`src/rtl/branch_ctrl_pkg.sv`:
```
// Shared constants and types for the branch redirect controller.
// Optional statistics counters are enabled with the BRANCH_STATS_EN macro.
package branch_ctrl_pkg;

   // Branch codes are {funct3, opcode}.
   localparam logic [9:0] OPF_BEQ  = 10'b000_1100011;
   localparam logic [9:0] OPF_BNE  = 10'b001_1100011;
   localparam logic [9:0] OPF_BLT  = 10'b100_1100011;
   localparam logic [9:0] OPF_BGE  = 10'b101_1100011;
   localparam logic [9:0] OPF_BLTU = 10'b110_1100011;
   localparam logic [9:0] OPF_BGEU = 10'b111_1100011;

   localparam int CNT_W = 4;

   typedef enum logic [1:0] {
      ST_IDLE,
      ST_REDIRECT,
      ST_SQUASH
   } state_t;

endpackage

```
`src/rtl/branch_cond_eval.sv`:
```
// Combinational taken/not-taken decision from the branch code and ALU flags.
module branch_cond_eval
   import branch_ctrl_pkg::*;
(
   input  logic [9:0] comb_opfunct,
   input  logic       z,
   input  logic       n,
   output logic       taken
);

   // n carries the unsigned-less-than flag for the U variants, so the
   // signed and unsigned pairs share the same rule.
   always_comb begin
      taken = 1'b0;
      case (comb_opfunct)
         OPF_BEQ:  taken = z;
         OPF_BNE:  taken = ~z;
         OPF_BLT:  taken = n;
         OPF_BGE:  taken = z | ~n;
         OPF_BLTU: taken = n;
         OPF_BGEU: taken = z | ~n;
         default:  taken = 1'b0;
      endcase
   end

endmodule

```
`src/rtl/branch_redirect_ctrl.sv`:
```
// Branch resolution FSM: PC redirect, wrong-path squash and optional stats.
// Define BRANCH_STATS_EN to add the br_count/taken_count outputs.
module branch_redirect_ctrl
   import branch_ctrl_pkg::*;
#(
   parameter int SQUASH_CYCLES = 2,
   parameter int ADDR_W        = 32
) (
   input  logic              clk,
   input  logic              reset,
   input  logic              br_valid,
   input  logic              jump_valid,
   input  logic [9:0]        comb_opfunct,
   input  logic              z,
   input  logic              n,
   input  logic [ADDR_W-1:0] br_target,
   input  logic              stall,
   output logic              pc_sel,
   output logic [ADDR_W-1:0] pc_target,
   output logic              flush_ifid,
   output logic              flush_idex,
   output logic              busy
`ifdef BRANCH_STATS_EN
   ,
   output logic [31:0]       br_count,
   output logic [31:0]       taken_count
`endif
);

   state_t            r_state;
   logic [CNT_W-1:0]  r_cnt;
   logic [ADDR_W-1:0] r_pcTarget;
   logic              r_pcSel;
   logic              r_flushIfid;
   logic              r_flushIdex;
   logic              r_busy;
   logic              w_condTaken;
   logic              w_accept;

   branch_cond_eval u_condEval (
      .comb_opfunct (comb_opfunct),
      .z            (z),
      .n            (n),
      .taken        (w_condTaken)
   );

   assign w_accept = jump_valid | (br_valid & w_condTaken);

   // REDIRECT counts as the first flush_ifid cycle, so the counter is
   // decremented on the way into SQUASH and SQUASH runs until it hits zero.
   always_ff @(posedge clk) begin
      if (reset) begin
         r_state     <= ST_IDLE;
         r_cnt       <= '0;
         r_pcTarget  <= '0;
         r_pcSel     <= 1'b0;
         r_flushIfid <= 1'b0;
         r_flushIdex <= 1'b0;
         r_busy      <= 1'b0;
      end else begin
         case (r_state)
            ST_IDLE: begin
               if (!stall && w_accept) begin
                  r_state     <= ST_REDIRECT;
                  r_cnt       <= CNT_W'(SQUASH_CYCLES - 1);
                  r_pcTarget  <= br_target;
                  r_pcSel     <= 1'b1;
                  r_flushIfid <= 1'b1;
                  r_flushIdex <= 1'b1;
                  r_busy      <= 1'b1;
               end
            end
            ST_REDIRECT: begin
               if (!stall) begin
                  r_pcSel     <= 1'b0;
                  r_flushIdex <= 1'b0;
                  if (r_cnt == '0) begin
                     r_state     <= ST_IDLE;
                     r_flushIfid <= 1'b0;
                     r_busy      <= 1'b0;
                  end else begin
                     r_state <= ST_SQUASH;
                     r_cnt   <= r_cnt - 1'b1;
                  end
               end
            end
            ST_SQUASH: begin
               if (!stall) begin
                  if (r_cnt == '0) begin
                     r_state     <= ST_IDLE;
                     r_flushIfid <= 1'b0;
                     r_busy      <= 1'b0;
                  end else begin
                     r_cnt <= r_cnt - 1'b1;
                  end
               end
            end
            default: begin
               r_state     <= ST_IDLE;
               r_pcSel     <= 1'b0;
               r_flushIfid <= 1'b0;
               r_flushIdex <= 1'b0;
               r_busy      <= 1'b0;
            end
         endcase
      end
   end

   assign pc_sel     = r_pcSel;
   assign pc_target  = r_pcTarget;
   assign flush_ifid = r_flushIfid;
   assign flush_idex = r_flushIdex;
   assign busy       = r_busy;

`ifdef BRANCH_STATS_EN
   logic [31:0] r_brCount;
   logic [31:0] r_takenCount;

   // A jump wins over a simultaneous branch, so only lone branches count
   // toward br_count.
   always_ff @(posedge clk) begin
      if (reset) begin
         r_brCount    <= '0;
         r_takenCount <= '0;
      end else if (r_state == ST_IDLE && !stall) begin
         if (jump_valid) begin
            r_takenCount <= r_takenCount + 32'd1;
         end else if (br_valid) begin
            r_brCount <= r_brCount + 32'd1;
            if (w_condTaken) begin
               r_takenCount <= r_takenCount + 32'd1;
            end
         end
      end
   end

   assign br_count    = r_brCount;
   assign taken_count = r_takenCount;
`endif

endmodule

```
`config.mk`:
```
export PLATFORM = sky130hd
export DESIGN_NAME = branch_redirect_ctrl
export DESIGN_NICKNAME = d
export VERILOG_FILES = /design/src/rtl/branch_ctrl_pkg.sv /design/src/rtl/branch_cond_eval.sv /design/src/rtl/branch_redirect_ctrl.sv
export SDC_FILE = /design/constraint.sdc
export NUM_CORES = 1
export LEC_CHECK = 0
export CAP_MARGIN = 5
export CORE_ASPECT_RATIO = 1.4
export CORE_UTILIZATION = 30
export CTS_BUF_LIST = sky130_fd_sc_hd__clkbuf_4
export CTS_CLUSTER_DIAMETER = 200
export DETAILED_ROUTE_END_ITERATION = 10
export MAX_ROUTING_LAYER = met4
export PLACE_DENSITY = 0.67
export SETUP_SLACK_MARGIN = 0.1
export SKIP_LAST_GASP = 1
export SYNTH_ARGS = -nofsm -noshare
export SYNTH_HDL_FRONTEND = slang
export SYNTH_SLANG_ARGS = --single-unit
```
`constraint.sdc`:
```
create_clock -name clk -period 4.14 [get_ports clk]
set_clock_uncertainty 0.05 [all_clocks]
set_input_delay 0.414 -clock clk [delete_from_list [all_inputs] [get_ports clk]]
set_output_delay 0.414 -clock clk [all_outputs]
set_load 0.01 [all_outputs]
```
* Word level (Yosys, flattened, before mapping) *
Index checks and enable logic that the tools add are counted.

word-level totals
  logic and storage cells = 57
  input port bits = 49
  register bits after elaboration = 40

operators by class
  multiplexer cells = 17
  reductions and logical operators = 13
  eq/ne operators = 15
  bitwise gates (word level) = 6
  $add $sub $neg = 1

operator list
  cell                  number
  $eq 10x10->1 const B  4
  $mux 4                3
  $ne 2x2->1 const B    6
  $eq 10x7->1 const B   1
  $eq 10x8->1 const B   1
  $mux 2                5
  $pmux 4 s2            1
  $reduce_and 4->1      2
  $pmux 2 s3            1
  $reduce_and 3->1      2
  $reduce_or 2->1       3
  $logic_not 4->1       1
  $mux 1                4
  $pmux 1 s4            1
  $sub 4x1->4 const B   1
  $not 1->1             3
  $pmux 1 s3            1
  $eq 2x1->1 const B    1
  $eq 2x2->1 const B    1
  $logic_not 2->1       1
  $ne 2x1->1 const B    1
  $or 1x1->1            2
  $pmux 1 s2            1
  $reduce_and 2->1      1
  other kinds (4)       4

* Logic depth before layout (Yosys ltp) *
  word-level depth = 8
  mapped depth = 8
  depth with buffers taken out = 7

* By module *
A second synthesis with hierarchy kept.

second synthesis, totals
  cells, all modules = 210
  area total of the unflattened synthesis = 1665.3 µm²

modules (own cells, without submodules)
  module                cells an instance  instances  area each (µm²)
  branch_redirect_ctrl  203                1          1601.5
  branch_cond_eval      7                  1          63.8

* Least setup slack after synthesis *
Ideal clock, no wire load.

  kind = input port to flip-flop
  start = input comb_opfunct[4]
  end = register r_cnt[1]
  setup time = 70 ps
  buffers on the path = 0
  data required time = 4020 ps
  data arrival time = 1990 ps
  stages = 5
  setup slack = 2029 ps
  cells stage by stage = nand4b_1 > or4_4 > o31a_1 > or4b_1 > a21oi_1

between the ends
  cells in the longest elaborated chain, start to end = 8
  elaborated cells on any way between the ends = 14

ends and longest elaborated chain
  what                            RTL line                    text
  from (decl)                     branch_redirect_ctrl.sv:13  input logic [9:0] comb_opfunct,
  $eq 10x10->1                    branch_cond_eval.sv:15      case (comb_opfunct)
  $reduce_or 2->1 (no line)       -
  $pmux 1 s4 (*)                  branch_cond_eval.sv:15
  $and 1x1->1 (*)                 branch_redirect_ctrl.sv:47  assign w_accept = jump_valid | (br_valid & w_condTaken);
  $or 1x1->1 (*)                  branch_redirect_ctrl.sv:47
  $logic_and 1x1->1 (*)           branch_redirect_ctrl.sv:63  if (!stall && w_accept) begin
  $ne 2x2->1 (no line) (*)        -
  $reduce_and 4->1 (no line) (*)  -
  to (signal assigned)            branch_redirect_ctrl.sv:65  r_cnt <= CNT_W'(SQUASH_CYCLES - 1);
  to (signal assigned)            branch_redirect_ctrl.sv:83  r_cnt <= r_cnt - 1'b1;
  to (signal assigned)            branch_redirect_ctrl.sv:94  r_cnt <= r_cnt - 1'b1;
  to (decl)                       branch_redirect_ctrl.sv:31  logic [CNT_W-1:0] r_cnt;

Mark *: on every way between the ends. The rest lies on a longest branch, timed or not.
A chain may end at the register's enable or synchronous reset.

* Final worst setup path *
  start = input comb_opfunct[6]
  end = register r_cnt[1]

Same word-level chain as after synthesis.

==> results.py <==
metrics = {
    "yosys": {
        "synth_top_area_share_pct": 44.9,
        "yosysWarnings": 0,
        "synth_area_leaders": "dfxtp_1 (45%), mux2i_1 (19%), nor2_1 (6.9%)",
        "ys_ff_latch": 40,
        "synthCells": 184,
        "syn-cell-area_um2": 1780,
        "syn_nets": 237,
        "avgSynthCellArea_um2": 9.69,
        "synth_seq_area_share_pct": 44.9,
        "synthDistinctLibCells": 35,
        "synth_top_area_cell": "dfxtp_1",
    },
    "clock_tree": {
        "clock_latency_ns": 0.33,
        "clk_path_buf_depth": 2,
        "hold_buffers": 0,
        "clkSinkCount": 40,
        "cts_root_buf": "clkbuf_4",
        "cts_max_level": 2,
        "cts_tree": "done",
        "cts.repair.resized": 0,
        "clkSlewWorstSetupHoldPaths_ns": 0.11,
        "cts_buffers": 5,
        "cts_setup_buffers": 0,
    },
    "worst_setup_path": {
        "path_max_fanout": 7,
        "cp_data_arrival_time_ns": 2.49,
        "critical_path_class": "primary input to flip-flop",
        "r2r_setup_slack_ns": 1.89,
        "max_stage_delay_ns": 0.52,
        "path_cells": "clkdlybuf4s50_1 -> nand4b_1 -> or4_4 -> o31a_1 -> or4b_1 -> a21oi_1",
        "reg2reg_from": "r_state[0]",
        "cp.required_ns": 4.36,
        "r2r_end": "pc_target[28]",
        "crit_path_top_delay_cell": "or4_4",
        "endpoint_kind": "flip-flop",
        "cp-start-kind": "primary input",
        "ff2ff_path_depth": 8,
    },
    "routing": {
        "first_pass_iters": 4,
        "vias": 1579,
        "drt_iter0_drc": 76,
        "drt_wl_total_um": 4130,
        "vias_per_cell": 4.71,
        "wire_per_inst_um": 12.3,
        "drtAntennaViolNets": 0,
        "drc": 0,
    },
    "power": {
        "ir_drop_mv": 0.202,
        "fin_total_pwr_w": 0.000839,
        "power_density_nw_per_um2": 306,
        "p_leak_nw": 1.02,
    },
    "floorplan": {
        "core_um2": 5610,
        "die_h_um": 93.2,
        "die-area_um2": 6260,
        "io_pins": 85,
        "die_w_um": 67.2,
        "start_util_pct": 31.8,
        "fp-row-count": 32,
    },
    "finish": {
        "nets": 319,
        "diodes": 0,
        "syn_to_final_growth_pct": 53.8,
        "final_core_util_pct": 48.9,
        "drive_gt1_share_pct": 5.99,
    },
    "sta": {
        "fmax_mhz": 440,
        "max_slew_margin_pct": 72.2,
        "hold_viol_final": 0,
        "grt_setup_unrepaired": "no",
        "setup_viol": 0,
        "timing.final.crit_share_pct": 54.9,
        "hold_ws_ns": 0.450,
        "period_minus_slack_ns": 2.27,
        "worst_pin_slew_ns": 0.416,
        "setup_tns_ns": 0,
        "drv_slew": 0,
    },
    "hold_path": {
        "min_from": "r_cnt[1]",
        "hold_path_class": "flip-flop to flip-flop",
        "whs_path_depth": 2,
        "worstHoldEndpoint": "r_cnt[1]",
    },
    "placed_design": {
        "port_buffers": 84,
        "hpwl_um": 3090,
        "globalplace.congestion": 0.771,
    },
    "global_route": {
        "grt_pass1_wl_um": 6510,
        "antenna_found_initial": 0,
        "grt_pass1_vias": 1509,
        "grt_max_degree": 32,
        "grt_overflow_total": 0,
        "grtUsageTotal_pct": 14.0,
    },
    "run": {
        "cap_violations": 0,
    },
    "status": {
        "status": "complete, no violations",
    },
}
==> worst max-delay path by stage <==
stage                    startpoint             to  slack [ns]  depth (start not counted)
global route             r_state[0]  pc_target[15]        1.71                          8
global placement    comb_opfunct[6]       r_cnt[1]        1.54                          6
detailed placement  comb_opfunct[6]   pc_target[8]        1.51                          7
finish              comb_opfunct[6]       r_cnt[1]        1.87                          6
floorplan           comb_opfunct[4]       r_cnt[1]        2.03                          5
CTS                      r_state[0]   pc_target[8]        1.88                          8
==> critical path: cells and delay by family <==
kind            cells  cell delay, ns
simple gates        3            1.13
compound gates      2            0.48
buf+inv             1            0.46
==> flip-flops by register name (all words and copies together) (netlist names) <==
| register | count |
|---|---|
| pc_target | 32 |
| busy | 1 |
| r_cnt | 4 |
| flush_idex | 1 |
| r_state | 2 |
==> metrics by stage <==
| stage | worst slack [ns] | cell area [um^2] | instances |
|---|---|---|---|
| 2_1_floorplan | 2.03 | 1780 | 184 |
| 3_3_place_gp | 1.54 | 2670 | 327 |
| 3_5_place_dp | 1.51 | 2670 | 327 |
| 4_1_cts | 1.88 | 2740 | 335 |
| 5_1_grt | 1.71 | 2740 | 335 |
| 6_report | 1.87 | 2740 | 335 |
==> power by group <==
group          switching [W]  internal, W  leakage [nW]  total [W]
registers          0.0000109     0.000404         0.327   0.000415
clock network       0.000118     0.000123        0.0403   0.000242
logic              0.0000718     0.000110         0.652   0.000182
==> area by class of cell <==
| class | instances | area [um^2] |
|---|---|---|
| Tap cell | 68 | 85.1 |
| Timing Repair Buffer | 87 | 863 |
| Clock buffer | 5 | 37.5 |
| Inverter | 7 | 26.3 |
| Sequential cell | 40 | 801 |
| Fill cell | 564 | 2860 |
| Multi-Input combinational cell | 125 | 891 |
| Clock inverter | 3 | 37.5 |
==> kinds of logic (layout without fill, tap and decap cells) <==
group,after synthesis,in the layout,synth area share [%]
flops,40,40,44.9
simple gates,59,59,16.4
fa+ha+maj,4,4,2.81
xor+xnor,1,1,0.491
compound gates,27,27,11.2
buf+inv,19,102,5.12
mux,34,34,19.2
==> cells in the final DEF, fill, tap and decap left out, drive strengths merged, types with 4 or more instances in the layout <==
cell type / synthesis / layout
mux2i: 33 / 33
a21oi: 6 / 6
o21ai: 6 / 6
inv: 7 / 7
nand2: 5 / 5
clkdlybuf4s50: 0 / 84
dfxtp: 40 / 40
ha: 4 / 4
clkbuf: 6 / 5
nor2: 33 / 33
==> cells in the mapped netlist <==
cell	n
clkbuf_1	6
a221o_1	1
o21a_1	3
or4_4	1
nor2_1	33
nor2b_1	2
or3b_2	1
mux2_2	1
o32a_1	1
and3b_1	1
a21oi_1	6
xnor2_1	1
ha_1	4
nand2b_1	3
or2_2	2
buf_4	5
mux2i_1	33
a31oi_1	3
nor3_1	1
nand3b_1	1
or4b_1	2
dfxtp_1	40
nand4b_1	1
a211oi_1	2
a221oi_1	2
o41ai_4	1
buf_2	1
o31a_1	2
inv_1	7
nand2_1	5
o21ai_0	6
or3_1	1
or3_2	1
and2_1	1
nand3_1	3
==> metal layers <==
layer	up-vias	GRT usage (%)	wire, um
li1	800	-	-
met1	726	14.2	1670
met2	51	24.9	2170
met3	2	3.05	236
met4	0	6.03	44
met5	-	-	0
(Power assumes the default switching activity.)
